**src/rtl/decode_stage.sv**
```systemverilog
// Instruction-decode pipeline stage: slices the fetched instruction into
// register-file read addresses, decodes control, sign-extends the immediate,
// detects load-use hazards and registers everything into the ID/EX latch.
module decode_stage #(
    parameter int STALL_CNT_WIDTH = 16
) (
    input  logic                       clock,
    input  logic                       reset,
    input  logic [0:31]                instrIn,
    input  logic                       instrValid,
    input  logic [0:31]                pcIn,
    input  logic                       flush,
    input  logic [0:31]                rsData,
    input  logic [0:31]                rtData,
    output logic [0:4]                 rsAddr,
    output logic [0:4]                 rtAddr,
    output logic                       stallOut,
    output logic                       exValid,
    output logic [0:31]                exPc,
    output logic [0:31]                exRsVal,
    output logic [0:31]                exRtVal,
    output logic [0:31]                exImm,
    output logic [0:4]                 exDest,
    output logic [0:2]                 exAluOp,
    output logic                       exRegWrite,
    output logic                       exMemRead,
    output logic                       exMemWrite,
    output logic                       exBranch,
    output logic                       exAluSrcImm,
    output logic                       illegalOut,
    output logic [0:STALL_CNT_WIDTH-1] stallCount
);

    localparam logic [0:5] OP_RTYPE = 6'b000000;
    localparam logic [0:5] OP_ADDI  = 6'b001000;
    localparam logic [0:5] OP_LW    = 6'b100011;
    localparam logic [0:5] OP_SW    = 6'b101011;
    localparam logic [0:5] OP_BEQ   = 6'b000100;

    localparam logic [0:5] FN_ADD = 6'b100000;
    localparam logic [0:5] FN_SUB = 6'b100010;
    localparam logic [0:5] FN_AND = 6'b100100;
    localparam logic [0:5] FN_OR  = 6'b100101;
    localparam logic [0:5] FN_SLT = 6'b101010;

    localparam logic [0:2] ALU_ADD = 3'b000;
    localparam logic [0:2] ALU_SUB = 3'b001;
    localparam logic [0:2] ALU_AND = 3'b010;
    localparam logic [0:2] ALU_OR  = 3'b011;
    localparam logic [0:2] ALU_SLT = 3'b100;

    localparam logic [0:STALL_CNT_WIDTH-1] CNT_MAX = {STALL_CNT_WIDTH{1'b1}};

    // Instruction fields
    logic [0:5]  opcode_s;
    logic [0:4]  rs_s;
    logic [0:4]  rt_s;
    logic [0:4]  rd_s;
    logic [0:5]  funct_s;
    logic [0:15] imm_s;
    logic [0:31] imm_ext_s;

    // Decoded controls
    logic        legal_s;
    logic        uses_rt_s;
    logic [0:4]  dest_s;
    logic [0:2]  alu_op_s;
    logic        reg_write_s;
    logic        mem_read_s;
    logic        mem_write_s;
    logic        branch_s;
    logic        alu_src_imm_s;
    logic        hazard_s;
    logic        stall_s;

    // ID/EX register state
    logic                       ex_valid_q, ex_valid_d;
    logic [0:31]                ex_pc_q, ex_pc_d;
    logic [0:31]                ex_rs_val_q, ex_rs_val_d;
    logic [0:31]                ex_rt_val_q, ex_rt_val_d;
    logic [0:31]                ex_imm_q, ex_imm_d;
    logic [0:4]                 ex_dest_q, ex_dest_d;
    logic [0:2]                 ex_alu_op_q, ex_alu_op_d;
    logic                       ex_reg_write_q, ex_reg_write_d;
    logic                       ex_mem_read_q, ex_mem_read_d;
    logic                       ex_mem_write_q, ex_mem_write_d;
    logic                       ex_branch_q, ex_branch_d;
    logic                       ex_alu_src_imm_q, ex_alu_src_imm_d;
    logic                       illegal_q, illegal_d;
    logic [0:STALL_CNT_WIDTH-1] stall_count_q, stall_count_d;

    assign opcode_s  = instrIn[0:5];
    assign rs_s      = instrIn[6:10];
    assign rt_s      = instrIn[11:15];
    assign rd_s      = instrIn[16:20];
    assign funct_s   = instrIn[26:31];
    assign imm_s     = instrIn[16:31];
    assign imm_ext_s = {{16{imm_s[0]}}, imm_s};

    assign rsAddr = rs_s;
    assign rtAddr = rt_s;

    // Decode opcode/funct into destination, ALU op, controls and source usage
    always_comb begin
        legal_s       = 1'b0;
        uses_rt_s     = 1'b0;
        dest_s        = 5'd0;
        alu_op_s      = ALU_ADD;
        reg_write_s   = 1'b0;
        mem_read_s    = 1'b0;
        mem_write_s   = 1'b0;
        branch_s      = 1'b0;
        alu_src_imm_s = 1'b0;
        case (opcode_s)
            OP_RTYPE: begin
                dest_s      = rd_s;
                reg_write_s = 1'b1;
                uses_rt_s   = 1'b1;
                legal_s     = 1'b1;
                case (funct_s)
                    FN_ADD:  alu_op_s = ALU_ADD;
                    FN_SUB:  alu_op_s = ALU_SUB;
                    FN_AND:  alu_op_s = ALU_AND;
                    FN_OR:   alu_op_s = ALU_OR;
                    FN_SLT:  alu_op_s = ALU_SLT;
                    default: legal_s  = 1'b0;
                endcase
            end
            OP_ADDI: begin
                legal_s       = 1'b1;
                dest_s        = rt_s;
                alu_src_imm_s = 1'b1;
                reg_write_s   = 1'b1;
            end
            OP_LW: begin
                legal_s       = 1'b1;
                dest_s        = rt_s;
                alu_src_imm_s = 1'b1;
                mem_read_s    = 1'b1;
                reg_write_s   = 1'b1;
            end
            OP_SW: begin
                legal_s       = 1'b1;
                uses_rt_s     = 1'b1;
                alu_src_imm_s = 1'b1;
                mem_write_s   = 1'b1;
            end
            OP_BEQ: begin
                legal_s   = 1'b1;
                uses_rt_s = 1'b1;
                alu_op_s  = ALU_SUB;
                branch_s  = 1'b1;
            end
            default: begin
                legal_s = 1'b0;
            end
        endcase
    end

    // Load-use hazard: a load in EX whose non-zero destination feeds a source here
    always_comb begin
        hazard_s = 1'b0;
        if (instrValid && legal_s && ex_valid_q && ex_mem_read_q && (ex_dest_q != 5'd0)) begin
            hazard_s = (ex_dest_q == rs_s) || (uses_rt_s && (ex_dest_q == rt_s));
        end else begin
            hazard_s = 1'b0;
        end
    end

    // Flush outranks stall, so a flushed hazard never stalls fetch
    assign stall_s  = hazard_s && !flush;
    assign stallOut = stall_s;

    // Next-state for the ID/EX latch: flush, empty slot, illegal, stall, or issue
    always_comb begin
        ex_valid_d       = 1'b0;
        ex_pc_d          = pcIn;
        ex_rs_val_d      = rsData;
        ex_rt_val_d      = rtData;
        ex_imm_d         = imm_ext_s;
        ex_dest_d        = 5'd0;
        ex_alu_op_d      = ALU_ADD;
        ex_reg_write_d   = 1'b0;
        ex_mem_read_d    = 1'b0;
        ex_mem_write_d   = 1'b0;
        ex_branch_d      = 1'b0;
        ex_alu_src_imm_d = 1'b0;
        illegal_d        = 1'b0;
        stall_count_d    = stall_count_q;
        if (flush || !instrValid) begin
            illegal_d = 1'b0;
        end else if (!legal_s) begin
            illegal_d = 1'b1;
        end else if (stall_s) begin
            if (stall_count_q != CNT_MAX) begin
                stall_count_d = stall_count_q + {{(STALL_CNT_WIDTH-1){1'b0}}, 1'b1};
            end else begin
                stall_count_d = stall_count_q;
            end
        end else begin
            ex_valid_d       = 1'b1;
            ex_dest_d        = dest_s;
            ex_alu_op_d      = alu_op_s;
            ex_reg_write_d   = reg_write_s;
            ex_mem_read_d    = mem_read_s;
            ex_mem_write_d   = mem_write_s;
            ex_branch_d      = branch_s;
            ex_alu_src_imm_d = alu_src_imm_s;
        end
    end

    // ID/EX pipeline register with synchronous reset
    always_ff @(posedge clock) begin
        if (reset) begin
            ex_valid_q       <= 1'b0;
            ex_pc_q          <= 32'd0;
            ex_rs_val_q      <= 32'd0;
            ex_rt_val_q      <= 32'd0;
            ex_imm_q         <= 32'd0;
            ex_dest_q        <= 5'd0;
            ex_alu_op_q      <= 3'd0;
            ex_reg_write_q   <= 1'b0;
            ex_mem_read_q    <= 1'b0;
            ex_mem_write_q   <= 1'b0;
            ex_branch_q      <= 1'b0;
            ex_alu_src_imm_q <= 1'b0;
            illegal_q        <= 1'b0;
            stall_count_q    <= {STALL_CNT_WIDTH{1'b0}};
        end else begin
            ex_valid_q       <= ex_valid_d;
            ex_pc_q          <= ex_pc_d;
            ex_rs_val_q      <= ex_rs_val_d;
            ex_rt_val_q      <= ex_rt_val_d;
            ex_imm_q         <= ex_imm_d;
            ex_dest_q        <= ex_dest_d;
            ex_alu_op_q      <= ex_alu_op_d;
            ex_reg_write_q   <= ex_reg_write_d;
            ex_mem_read_q    <= ex_mem_read_d;
            ex_mem_write_q   <= ex_mem_write_d;
            ex_branch_q      <= ex_branch_d;
            ex_alu_src_imm_q <= ex_alu_src_imm_d;
            illegal_q        <= illegal_d;
            stall_count_q    <= stall_count_d;
        end
    end

    assign exValid     = ex_valid_q;
    assign exPc        = ex_pc_q;
    assign exRsVal     = ex_rs_val_q;
    assign exRtVal     = ex_rt_val_q;
    assign exImm       = ex_imm_q;
    assign exDest      = ex_dest_q;
    assign exAluOp     = ex_alu_op_q;
    assign exRegWrite  = ex_reg_write_q;
    assign exMemRead   = ex_mem_read_q;
    assign exMemWrite  = ex_mem_write_q;
    assign exBranch    = ex_branch_q;
    assign exAluSrcImm = ex_alu_src_imm_q;
    assign illegalOut  = illegal_q;
    assign stallCount  = stall_count_q;

endmodule

```
**config.mk**
```make
export PLATFORM = sky130hd
export DESIGN_NAME = decode_stage
export DESIGN_NICKNAME = d
export VERILOG_FILES = /design/src/rtl/decode_stage.sv
export SDC_FILE = /design/constraint.sdc
export NUM_CORES = 1
export LEC_CHECK = 0
export BUFFER_PORTS_ARGS = -buffer_cell sky130_fd_sc_hd__buf_2
export CAP_MARGIN = 10
export CORE_AREA = 3 3 117 119
export CTS_CLUSTER_SIZE = 16
export DETAILED_ROUTE_END_ITERATION = 10
export DIE_AREA = 0 0 120 122
export HOLD_SLACK_MARGIN = 0.03
export PLACE_DENSITY_LB_ADDON = 0.1
export SLEW_MARGIN = 20
export SYNTH_ARGS = -nofsm -noshare
export SYNTH_HDL_FRONTEND = slang
export SYNTH_SLANG_ARGS = --single-unit
```
**constraint.sdc**
```tcl
create_clock -name clock -period 3.85 [get_ports clock]
set_input_delay 0.385 -clock clock [delete_from_list [all_inputs] [get_ports clock]]
set_output_delay 0.385 -clock clock [all_outputs]
set_load 0.05 [all_outputs]
```
=== After elaboration in Yosys (flattened, before gate mapping) ===
Index checks and enable logic that the tools add are counted.

* Output and inout bits: 170
* Input port bits: 132
* Logic and storage cells: 65
* Register bits after elaboration: 143

* Multiplexer cells: 14
* Eq/ne operators: 12
* Bitwise logic cells: 2
* $add $sub $neg: 1
* Reduce and logical (&&, ||, !) cells: 22

{| class="wikitable"
|+ Operators by type and width
! operator !! count
|-
| $eq A6 B6 Y1 const B || 7
|-
| $add A16 B1 Y16 const B || 1
|-
| $ne A16 B16 Y1 const B || 1
|-
| $pmux W3 S4 || 1
|-
| $reduce_or A3 Y1 || 4
|-
| $eq A5 B5 Y1 || 2
|-
| $mux W1 || 10
|-
| $pmux W5 S2 || 1
|-
| $reduce_or A4 Y1 || 2
|-
| $eq A6 B3 Y1 const B || 1
|-
| $eq A6 B4 Y1 const B || 1
|-
| $logic_and A1 B1 Y1 || 6
|-
| $logic_not A6 Y1 || 1
|-
| $pmux W3 S2 || 1
|-
| $reduce_bool A5 Y1 || 1
|-
| $reduce_or A5 Y1 || 1
|-
| $reduce_and A4 Y1 || 1
|-
| $reduce_or A2 Y1 || 2
|-
| $logic_not A1 Y1 || 2
|-
| $logic_or A1 B1 Y1 || 2
|-
| $not A1 Y1 || 2
|-
| $pmux W1 S2 || 1
|}

=== Depth between registers and ports, before layout ===
* Depth after elaboration: 11
* Depth in mapped cells: 9
* Depth with buffers taken out: 7

=== Least setup slack after synthesis ===
No wires, ideal clock.

* Path type: reg2out
* Start point: reg ex_dest_q (netlist bit exDest[4])
* End point: out stallOut
* Path buffers: 0
* Arrival: 2.028 ns
* Stages on the path, launching flop included: 5
* Setup slack: 1.437 ns
* Data required time: 3.465 ns
* Cell sequence: dfxtp_1 -> nor3_1 -> a211oi_4 -> o21ai_0 -> nor2b_1

* Word-level cells in the longest chain between the ends: 5
* Elaborated cells on any way between the ends: 8
* Those cells by class: eq/ne (2); mux (1); reduce/logical (5)

{| class="wikitable"
|+ Ends and longest elaborated chain
! what !! RTL line !! source
|-
| from (decl) || 82 || <nowiki>logic [0:4] ex_dest_q, ex_dest_d;</nowiki>
|-
| from (signal assigned) || 235 || <nowiki>ex_dest_q <= ex_dest_d;</nowiki>
|-
| $eq A5 B5 Y1 || 164 || <nowiki>hazard_s = (ex_dest_q == rs_s) || (uses_rt_s && (ex_dest_q == rt_s));</nowiki>
|-
| $logic_and A1 B1 Y1 || 164 ||
|-
| $logic_or A1 B1 Y1 || 164 ||
|-
| $mux W1 * || 163 || <nowiki>if (instrValid && legal_s && ex_valid_q && ex_mem_read_q && (ex_dest_q != 5'd0)) begin</nowiki>
|-
| $logic_and A1 B1 Y1 * || 171 || <nowiki>assign stall_s = hazard_s && !flush;</nowiki>
|-
| to (decl) || 17 || <nowiki>output logic stallOut,</nowiki>
|}

Every way passes the cells marked *; elsewhere a longest branch is shown, timed or not.

=== Worst setup path after layout ===
* Start point: reg stall_count_q (netlist bit stallCount[15])
* End point: reg stall_count_q (netlist bit stallCount[9])

* Word-level cells in the longest chain between the ends: 2
* Elaborated cells on any way between the ends: 3
* Those cells by class: add/sub (1); eq/ne (1); reduce/logical (1)

{| class="wikitable"
|+ Ends and longest elaborated chain
! what !! RTL line !! source
|-
| from (decl) || 90 || <nowiki>logic [0:STALL_CNT_WIDTH-1] stall_count_q, stall_count_d;</nowiki>
|-
| from (signal assigned) || 228 || <nowiki>stall_count_q <= {STALL_CNT_WIDTH{1'b0}};</nowiki>
|-
| from (signal assigned) || 243 || <nowiki>stall_count_q <= stall_count_d;</nowiki>
|-
| parallel branches: the longest is 2 deep, another holds $add A16 B1 Y16 || - ||
|}

Several ways; the timed one is not identified.
A chain may end at the register's enable or synchronous reset.

==> reports/qor.csv <==
metric;value;unit
Sequential cell area;0.00286;mm²
HPWL Detailed;10.3;mm
Arr. time, crit path;2880;ps
drt drc;0;
die width;120;µm
I/O pin count;302;
# H-tree levels;4;
Final min period;2530;ps
Hold Path Class;primary input to register;
Setup CP Type;register to register;
ys flop type;dfxtp_1;
cts hold-fix bufs;0;
share of cells above drive strength 1;46.3;%
Starting DRT DRC Count;233;
worst-case reg-to-reg path depth;7;
multi-input logic area;0.00156;mm²
Vias/cell;4.42;
met1 Usage GRT;20.0;%
outcome;finished, final reports clean;
Area Growth Syn to Fin;43.9;%
CP Max Fanout;30;
Static Leak;3.28;nW
post_cts resized;0;
clk sinks;143;
ys async rst share;0;%
fin. max-slew vios;0;
Setup Total Neg Slack;0;ps
CTS root buf;clkbuf_16;
GR Layer Usage met3;10.2;%
vias in the first global route;3919;
worst endpoint required time;4200;ps
CTS tree;yes;
EDFF count, synth;0;
fraction of the mapped netlist area in compound gates;5.87;%
Yosys cell types;42;
first-pass GRT wire length;20.0;mm
Mapped Avg Cell Area;10.6;µm²
slowest stage delay, CP;610;ps
Setup crit start kind;register;
Max Cap Viol;0;
Antenna Nets Post-Route;0;
mux cell area share after synthesis;0.212;%
Crit path buffers/inverters;0;
#FFs+latches synth;143;
Synth Area in XOR/XNOR;2.05;%
Detailed Route WL;13.4;mm
Clock Path Buffers;2;
router iterations before antenna repair;4;
Fillers;1182;
Final Cell Area;0.00678;mm²
global route overflow;0;
Starting Density;37.2;%
postcts setup bufs;0;
CTS clk-pin slew, worst paths;60;ps
Port-buffer cells;301;
Worst VDD drop;0.000304;V
register-to-register setup slack;1320;ps
reg-to-reg startpoint;stallCount[15];
antenna cells;0;
Mapped Cells;443;
syn_nets;576;
CP endpoint kind;register;
Least-Margin Pin Slew;1010;ps
# rows;41;
Clock Skews;14.4;ps
DR vias;3998;
Ys Warns;0;
Setup Viol. Count Final;0;
final period utilization;65.7;%
die area;0.0146;mm²
met2 track demand over resource;28.2;%
hold_sp;rsData[8];
FMAX;395;MHz
crit path cell chain;ha_1 > nand3_1 > nor2_1 > a41oi_1 > o2111ai_2 > or4_1 > a21oi_1;
Simple-Gate Fraction of Synth Area;24.6;%
DR WL/cell;14.8;µm
initial antenna violation count;1;
Post-Synth Adder-Cell Area;0.266;%
Final Hold Vio Count;0;
layout net count;852;
CP max-delay cell;or4_1;
area post-placement;0.00617;mm²
Clock Latency Late Sink;420;ps
Worst Hold Path EP;exRsVal[8];
Syn Std Cell Area;0.00471;mm²
Placer Congestion;0.833;
Die Y;122;µm
Total GRT Usage;17.9;%
P per Cell Area;554;mW/mm²
largest net degree at the start of global routing;75;
largest family of logic cells by synthesized area;simple AND/OR/NAND/NOR gates;
core area;0.0127;mm²
busiest grt layer;met2;
Worst R2R End;stallCount[9];
WHS Path Cells;2;
Seq/Total Area, Yosys;60.8;%
CTS Buf Count;17;
CP top delay family;compound AO/OA/AOI/OAI gates;
max_slew headroom;32.7;%
unrepaired setup endpoints after global routing;no;
-- stage by stage --
stage                     std cells  total power, mW  hold slack, ps  utilization (%)  worst slack (ps)
after floorplan                 443             1.96             463                -              1440
after global placement          872             2.10             479             48.7              1300
after detailed placement        872             2.11             495             48.7              1210
after CTS                       904             3.80             159             53.5              1320
after global routing            904             3.90             158             53.5              1010
final                           904             3.75             171             53.5              1320
-- sequential cells by signal, summed over array words and instances (netlist names) --
signal       flops
exAluSrcImm      1
exRtVal         32
exRsVal         32
exDest           5
exPc            32
exBranch         1
exMemRead        1
illegalOut       1
exImm           16
exRegWrite       1
exMemWrite       1
stallCount      16
exAluOp          3
exValid          1
-- placed cells by master (no fill, tap or decap), types with 2 or more instances in the layout --
cell type | Yosys | routed
buf_2 | 1 | 300
nor2b_1 | 115 | 115
clkbuf_16 | 0 | 17
nand2_1 | 8 | 8
nor2_1 | 19 | 19
a21oi_1 | 15 | 15
clkbuf_8 | 0 | 2
inv_6 | 0 | 2
nand2b_1 | 4 | 4
dfxtp_1 | 143 | 143
bufinv_16 | 0 | 3
clkinvlp_4 | 0 | 5
buf_4 | 26 | 2
and4_1 | 3 | 3
a22oi_1 | 5 | 5
nand4_1 | 6 | 6
xor2_1 | 7 | 7
o21ai_0 | 15 | 15
nor3_1 | 6 | 6
clkinv_2 | 0 | 3
inv_1 | 4 | 4
nand3_1 | 8 | 8
or3_1 | 14 | 14
xnor2_1 | 4 | 4
and3_1 | 2 | 2
-- Yosys cell counts (2+ instances only) --
master	instances	area [µm²]
buf_4	26	195
xnor2_1	4	35.0
nor2b_1	115	719
nand4_1	6	37.5
nor3_1	6	30.0
dfxtp_1	143	2860
and3_1	2	12.5
o21ai_0	15	75.1
nor2_1	19	71.3
xor2_1	7	61.3
clkbuf_1	16	60.1
nand3_1	8	40.0
a22oi_1	5	37.5
nand2_1	8	30.0
a21oi_1	15	75.1
inv_1	4	15.0
nand2b_1	4	25.0
and4_1	3	26.3
or3_1	14	87.6
-- cell type report --
type | instances | area share, %
clock buffer | 19 | 6.68
sequential | 143 | 42.2
clock inverter | 13 | 2.36
tap | 172 | 3.17
inverter | 4 | 0.221
timing repair buffer | 302 | 22.4
multi-input combinational | 251 | 23.0
-- worst max-delay path by stage --
stage / depth (start not counted) / endpoint / start / slack, ps
4_1_cts: 7 / stallCount[9] / stallCount[15] / 1320
3_5_place_dp: 7 / stallCount[9] / instrIn[0] / 1210
5_1_grt: 7 / stallCount[9] / stallCount[15] / 1010
3_3_place_gp: 7 / stallCount[9] / instrIn[0] / 1300
2_1_floorplan: 4 / stallOut / exDest[4] / 1440
6_report: 7 / stallCount[9] / stallCount[15] / 1320
-- cell families (layout without fill, tap and decap cells) --
family / count (synthesis) / count (layout)
simple gates: 194 / 194
flops: 143 / 143
buf+inv: 49 / 338
compound gates: 44 / 44
xor+xnor: 11 / 11
fa+ha+maj: 1 / 1
mux: 1 / 1
-- per-layer routing --
layer	vias to the layer above	wire length, µm	share of wire, %
li1	1972	-	-
met1	1791	5010	37
met2	208	6410	48
met3	25	1620	12
met4	2	308	2.3
met5	-	13	0.097
-- where the power goes --
part           switching (mW)  internal (mW)
Combinational           0.375          0.136
Clock                   0.631           1.05
Sequential             0.0156           1.54
No activity file was read; power rests on OpenSTA's default activity.
